**src/rtl/updown_counter_mux_disp.sv**
```systemverilog
// Up/down hex counter with load, wrap/saturate, terminal-count pulse and threshold flag,
// plus a time-multiplexed active-low 7-segment driver covering every digit.
module updown_counter_mux_disp #(
    parameter int DIGITS   = 4,
    parameter int TICK_DIV = 100000000,
    parameter int SCAN_DIV = 100000
) (
    input  logic                  clk_in,
    input  logic                  reset_n,
    input  logic                  enable,
    input  logic                  dec,
    input  logic                  load,
    input  logic                  sat_mode,
    input  logic [4*DIGITS-1:0]   load_value,
    input  logic [4*DIGITS-1:0]   cmp_value,
    output logic [4*DIGITS-1:0]   count,
    output logic                  above,
    output logic                  tc,
    output logic [DIGITS-1:0]     an,
    output logic [6:0]            seg,
    output logic                  dp
);

    localparam int W  = 4 * DIGITS;
    localparam int PW = (TICK_DIV > 1) ? $clog2(TICK_DIV) : 1;
    localparam int SW = (SCAN_DIV > 1) ? $clog2(SCAN_DIV) : 1;
    localparam int IW = (DIGITS > 1) ? $clog2(DIGITS) : 1;

    localparam logic [PW-1:0] TICK_LAST = PW'(TICK_DIV - 1);
    localparam logic [SW-1:0] SCAN_LAST = SW'(SCAN_DIV - 1);
    localparam logic [IW-1:0] IDX_LAST  = IW'(DIGITS - 1);
    localparam logic [W-1:0]  CNT_MAX   = '1;

    logic [PW-1:0] r_presc;
    logic [W-1:0]  r_count;
    logic          r_tc;
    logic [SW-1:0] r_scan_cnt;
    logic [IW-1:0] r_idx;

    logic          w_tick;
    logic          w_at_bound;
    logic [3:0]    w_digits [DIGITS];
    logic [3:0]    w_nibble;

    assign w_tick     = (r_presc == TICK_LAST);
    assign w_at_bound = dec ? (r_count == '0) : (r_count == CNT_MAX);

    // A load restarts the tick period so the next step is a full TICK_DIV later.
    always_ff @(posedge clk_in or negedge reset_n) begin
        if (!reset_n) begin
            r_presc <= '0;
        end else if (load || w_tick) begin
            r_presc <= '0;
        end else begin
            r_presc <= r_presc + 1'b1;
        end
    end

    always_ff @(posedge clk_in or negedge reset_n) begin
        if (!reset_n) begin
            r_count <= '0;
            r_tc    <= 1'b0;
        end else if (load) begin
            r_count <= load_value;
            r_tc    <= 1'b0;
        end else if (enable && w_tick) begin
            r_tc <= w_at_bound;
            if (!(w_at_bound && sat_mode)) begin
                r_count <= dec ? r_count - 1'b1 : r_count + 1'b1;
            end
        end else begin
            r_tc <= 1'b0;
        end
    end

    always_ff @(posedge clk_in or negedge reset_n) begin
        if (!reset_n) begin
            r_scan_cnt <= '0;
            r_idx      <= '0;
        end else if (r_scan_cnt == SCAN_LAST) begin
            r_scan_cnt <= '0;
            r_idx      <= (r_idx == IDX_LAST) ? '0 : r_idx + 1'b1;
        end else begin
            r_scan_cnt <= r_scan_cnt + 1'b1;
        end
    end

    genvar gi;
    generate
        for (gi = 0; gi < DIGITS; gi++) begin : g_digit
            assign w_digits[gi] = r_count[4*gi +: 4];
            assign an[gi]       = (r_idx != IW'(gi));
        end
    endgenerate

    assign w_nibble = w_digits[r_idx];
    assign count    = r_count;
    assign tc       = r_tc;
    assign above    = (r_count > cmp_value);
    assign dp       = (r_idx == '0) ? ~above : 1'b1;

    always_comb begin
        seg = 7'b1111111;
        case (w_nibble)
            4'h0: seg = 7'b0000001;
            4'h1: seg = 7'b1001111;
            4'h2: seg = 7'b0010010;
            4'h3: seg = 7'b0000110;
            4'h4: seg = 7'b1001100;
            4'h5: seg = 7'b0100100;
            4'h6: seg = 7'b0100000;
            4'h7: seg = 7'b0001111;
            4'h8: seg = 7'b0000000;
            4'h9: seg = 7'b0000100;
            4'hA: seg = 7'b0001000;
            4'hB: seg = 7'b1100000;
            4'hC: seg = 7'b0110001;
            4'hD: seg = 7'b1000010;
            4'hE: seg = 7'b0110000;
            4'hF: seg = 7'b0111000;
            default: seg = 7'b1111111;
        endcase
    end

endmodule

```
**config.mk**
```make
export PLATFORM = sky130hd
export DESIGN_NAME = updown_counter_mux_disp
export DESIGN_NICKNAME = d
export VERILOG_FILES = /design/src/rtl/updown_counter_mux_disp.sv
export SDC_FILE = /design/constraint.sdc
export NUM_CORES = 1
export LEC_CHECK = 0
export BUFFER_PORTS_ARGS = -buffer_cell sky130_fd_sc_hd__clkbuf_2
export CORE_MARGIN = 4
export CORE_UTILIZATION = 50
export DETAILED_ROUTE_END_ITERATION = 8
export PLACE_DENSITY = 0.76
export SLEW_MARGIN = 0
export SYNTH_ARGS = -nofsm -noshare
export SYNTH_HDL_FRONTEND = slang
export SYNTH_SLANG_ARGS = --single-unit
```
**constraint.sdc**
```tcl
create_clock -name clk_in -period 3.3 [get_ports clk_in]
set_input_delay 0.495 -clock clk_in [delete_from_list [all_inputs] [get_ports clk_in]]
set_output_delay 0.495 -clock clk_in [all_outputs]
set_load 0.02 [all_outputs]
```
After elaboration in Yosys (flattened, before gate mapping)

Memories as Yosys holds them, arrays and structs flattened.
Index checks and enable logic that the tools add are counted.

Input port bits: 38
Word-level logic and storage cells: 45
Output and inout bits: 30
Memories kept: 1
ROM bits: 112
Register bits: 63

Equality and inequality tests: 8
Add/subtract/negate cells: 5
Reductions and logical operators: 8
$lt $le $gt $ge: 2
Muxes and demuxes: 14
Bitwise gates (word level): 2

Memory list:

| name             | words | bits a word | read ports | clocked after Yosys merged registers in | wr ports | line | RTL |
|---|---|---|---|---|---|---|---|
| (name not given) | 16    | 7           | 1          | 0                                       | 0        | 104  | `case (w_nibble)` |

Operator list:

| kind                    | number |
|---|---|
| $mux W16                | 4 |
| $add A27 B1 Y27 const B | 1 |
| $eq A27 B27 Y1 const B  | 1 |
| $mux W27                | 1 |
| $add A17 B1 Y17 const B | 1 |
| $eq A17 B17 Y1 const B  | 1 |
| $mux W17                | 1 |
| $add A16 B1 Y16 const B | 1 |
| $eq A16 B16 Y1 const B  | 1 |
| $gt A16 B16 Y1          | 1 |
| $logic_not A16 Y1       | 1 |
| $sub A16 B1 Y16 const B | 1 |
| $bmux W4 S2             | 1 |
| $mux W4                 | 2 |
| $ne A2 B2 Y1 const B    | 3 |
| $mux W1                 | 4 |
| $reduce_bool A2 Y1      | 2 |
| $ge A3 B3 Y1 const B    | 1 |
| $not A2 Y3              | 1 |
| $add A2 B1 Y2 const B   | 1 |
| $eq A2 B2 Y1 const B    | 1 |
| $logic_and A1 B1 Y1     | 2 |
| $logic_not A2 Y1        | 1 |
| $mux W2                 | 1 |
| other kinds (4)         | 4 |

Depth between registers and ports, before layout

Depth in word-level cells: 6
Mapped depth: 9
Depth with buffers taken out: 9

Worst setup path after synthesis

No wires, ideal clock.

Kind: register to output
From: reg r_count[0] (netlist: count[0])
To: out seg[3]
Setup slack: 0.812 ns
Buffers on the path: 0
Data required time: 2.805 ns
Stages on the path, launching flop included: 7
Arrival: 1.993 ns
Path through: dfrtp_1 > mux4_2 > inv_1 > ha_1 > a21oi_1 > nor2_1 > a31oi_1

Word-level cells in the longest chain between the ends: 4

RTL lines:

| element                                    | line | RTL |
|---|---|---|
| start: declaration                         | 35   | `logic [W-1:0] r_count;` |
| start signal: assignment                   | 64   | `r_count <= load_value;` |
| start signal: assignment                   | 69   | `r_count <= dec ? r_count - 1'b1 : r_count + 1'b1;` |
| $bmux W4 S2                                | 96   | `assign w_nibble = w_digits[r_idx];` |
| $mux W4 (implied by the code) (2 in a row) | 96   |  |
| $mem_v2 Z16 W7                             | n/a  |  |
| end: declaration                           | 20   | `output logic [6:0] seg,` |

No other way between the ends. The select of a mux whose other input is x is not followed.

Worst setup path in the final report

From: reg r_idx[0]
To: out seg[3]

Word-level cells in the longest chain between the ends: 5

RTL lines:

| element                                    | line | RTL |
|---|---|---|
| start: declaration                         | 38   | `logic [IW-1:0] r_idx;` |
| start signal: assignment                   | 82   | `r_idx <= (r_idx == IDX_LAST) ? '0 : r_idx + 1'b1;` |
| $not A2 Y3 (implied by the code)           | 96   |  |
| $bmux W4 S2                                | 96   |  |
| $mux W4 (implied by the code) (2 in a row) | 96   |  |
| $mem_v2 Z16 W7                             | n/a  |  |

No other way between the ends. The select of a mux whose other input is x is not followed.

==> qor.yml <==
hold_path:
  hp-class: "primary input to async pin"
synthesis:
  synthMostInstantiatedCell: "sky130_fd_sc_hd__dfrtp_1"
  mappedNetlistArea_sq_um: 4470
  post_synth_num_cell_types: 53
  syn-instance-count: 499
  synth_warnings: 0
  synth.cells.most_frequent: "63 x sky130_fd_sc_hd__dfrtp_1, 52 x sky130_fd_sc_hd__nor2_1, 44 x sky130_fd_sc_hd__nand2_1, 42 x sky130_fd_sc_hd__ha_1, 33 x sky130_fd_sc_hd__inv_1"
  ys_ff_latch: 63
  netlist.top_cell.by_area: "sky130_fd_sc_hd__dfrtp_1"
  synth.top_cells.by_area: "sky130_fd_sc_hd__dfrtp_1 35%, sky130_fd_sc_hd__ha_1 12%, sky130_fd_sc_hd__xnor2_1 5.3%"
  ys_seq_area_share_pct: 35.3
  dominantRegCellSynth: "sky130_fd_sc_hd__dfrtp_1"
  postSynth.asyncResetShare_pct: 100
  yosys.area.top_type_share_pct: 35.3
  total_nets_after_synthesis: 580
  synth.avg_cell_area_sq_um: 8.95
  edff_count_synth: 0
timing:
  smallest_setup_slack_after_layout_ns: 0.286
  period_share_pct: 91.3
  clock-skew-final_ns: 0.00718
  maxSlewHeadroom_pct: 56.1
  post-route-min-period_ns: 3.01
  unrepaired_setup_endpoints_after_global_routing: "no"
  worst_slew_pin_slew_ns: 0.653
  maxClockFrequency_mhz: 332
  timing.final.max_slew_violations: 0
  setup_violations: 0
  final.setup.tns_ns: 0
  timing_hold_violations_final: 0
worst_setup_path:
  cp.required_ns: 2.80
  path_cells: "mux4_2, inv_1, ha_1, nor2_1, a21oi_1, nor2_1, a31oi_1, clkbuf_2"
  crit_path_frequent_cell: "sky130_fd_sc_hd__nor2_1"
  critPathKind: "register to primary output"
  delay_contributed_by_the_slowest_stage_of_the_critical_path_ns: 0.63
  endpoint_kind: "primary output"
  critPathBufInv: 2
  cpMaxStageDelayCell: "sky130_fd_sc_hd__mux4_2"
  worstSetupStartpointType: "register"
  timing.critical_path.max_delay_family: "multiplexers"
  worstPathArrival_ns: 2.52
  worstPathMaxFanout: 7
clock_network:
  cts_resized: 0
  clk-insertion-delay-late_ns: 0.35
  clock_buffer_count_from_cts: 9
  post_cts.repair.setup_buffers: 0
  cts_hold_buffers: 0
  cts-htree-levels: 3
  clkSlewWorstSetupHoldPaths_ns: 0.08
  cts_tree: "yes"
  clock_sinks: 63
  clock-root-buffer: "sky130_fd_sc_hd__clkbuf_8"
  clock_tree.buffer_depth: 2
cells_and_area:
  area_used_by_multi_input_combinational_logic_sq_um: 2710
  nets: 651
  areaGrowthSynthToFinish_pct: 15.2
  final-instance-count-excl-fill: 683
  final.fill_count: 757
  seqCellArea_sq_um: 1580
  final_core_utilization_pct: 59.0
  n_antenna_cell: 0
  final_layout_size_suffix_gt1_share_pct: 17.9
detailed_routing:
  route.detailed.drc: 0
  vias: 3887
  avgRoutedWirePerCell_um: 15.0
  drt-pass1-iter-count: 5
  vias_per_instance: 5.69
  number_of_nets_with_antenna_violations_after_detailed_routing: 0
  drt_wl_total_mm: 10.2
  drt-initial-drc-count: 238
grt:
  grt_pass1_wl_mm: 17.5
  largest_net_degree_at_the_start_of_global_routing: 43
  first_global_vias: 3774
  tot_gr_track_use_pct: 20.9
  initial_antenna_violation_count: 0
  globalRouteOverflowTotal: 0
run:
  maxCapViolCount: 0
placed_design:
  routability_congestion_estimate_from_global_placement: 0.936
  half_perimeter_wire_length_of_the_detailed_placement_result_mm: 7.76
  post-place-ws_ns: 0.578
  io_buffers: 67
  placed_cells: 667
die:
  io_pins: 68
  die_area_sq_um: 10500
  start_util_pct: 51.2
  core_region_area_sq_um: 8720
  die_height_um: 103
  die_w_um: 103
  placementRows: 34
power:
  fin_total_pwr_uw: 2070
  leakagePower_uw: 0.00245
  worst_ir_drop_vdd_uv: 267
  powerDensity_nw_per_um2: 402
run_status:
  outcome: "finished clean"
[where the power goes]
group          switching [uW]  internal (uW)
clock                     337            434
sequential               49.5            791
combinational             268            192
total                     654           1420
[area by class of cell]
class	instances	area share, %
clock inverters	7	1.99
flip-flops and latches	63	30.6
inverters	35	2.55
repair buffers	71	7.10
clock buffers	9	2.41
well taps	108	2.62
multi-input cells	390	52.7
[sequential cells by signal, summed over array words and instances, names as in the netlist]
name and flops:
count 16, r_idx 2, r_presc 27, r_scan_cnt 17, tc 1
[layer usage]
layer  vias to the layer above  global-route usage [%]  share of wire [%]
met3                        14                    4.94                7.1
met2                       131                    33.7                 46
met4                         0                    5.75                1.2
met5                         -                       0                  0
met1                      1832                    28.4                 46
li1                       1910                       -                  -
[logic make-up after synthesis]
| logic type | Yosys count | synth area share [%] |
|---|---|---|
| flops | 63 | 35.3 |
| buf+inv | 46 | 3.98 |
| xor+xnor | 49 | 9.61 |
| compound gates | 92 | 12.7 |
| mux | 17 | 4.98 |
| simple gates | 189 | 21.2 |
| fa+ha+maj | 43 | 12.2 |
[metrics by stage]
step                      cell area [sq um]  hold WS (ns)
after floorplan                        4470         0.199
after global placement                 4920         0.465
after detailed placement               4920         0.466
after CTS                              5150         0.116
after global routing                   5150         0.141
final                                  5150         0.116
[worst paths after layout]
path	startpoint	endpoint	slack, ns	depth (start not counted)
worst max-delay path	r_idx[0]	seg[3]	0.29	8
worst min-delay path	reset_n	r_scan_cnt[14]	0.12	1
worst max register to register	r_presc[0]	count[15]	0.57	8
worst min register to register	r_scan_cnt[4]	r_scan_cnt[4]	0.48	1
max in group asynchronous	reset_n	count[11]	2.25	2
min in group clk_in	load_value[12]	count[12]	0.37	3
[cells in the final DEF, fill, tap and decap left out, types with 4 or more instances in the layout]
cell                       count
sky130_fd_sc_hd__a21o_1       15
sky130_fd_sc_hd__a21oi_1      25
sky130_fd_sc_hd__a31oi_1      10
sky130_fd_sc_hd__and3_1        9
sky130_fd_sc_hd__and4_1        4
sky130_fd_sc_hd__buf_4         4
sky130_fd_sc_hd__clkbuf_2     67
sky130_fd_sc_hd__clkbuf_8      9
sky130_fd_sc_hd__dfrtp_1      63
sky130_fd_sc_hd__ha_1         42
sky130_fd_sc_hd__inv_1        33
sky130_fd_sc_hd__mux2i_1      11
sky130_fd_sc_hd__mux4_2        4
sky130_fd_sc_hd__nand2_1      44
sky130_fd_sc_hd__nand3_1      26
sky130_fd_sc_hd__nand4_1      16
sky130_fd_sc_hd__nor2_1       52
sky130_fd_sc_hd__nor2b_1       6
sky130_fd_sc_hd__nor3_1        7
sky130_fd_sc_hd__nor4_1        4
sky130_fd_sc_hd__o21a_1        5
sky130_fd_sc_hd__o21ai_0      26
sky130_fd_sc_hd__xnor2_1      27
sky130_fd_sc_hd__xor2_1       22
Power figures use the tool's default switching activity.
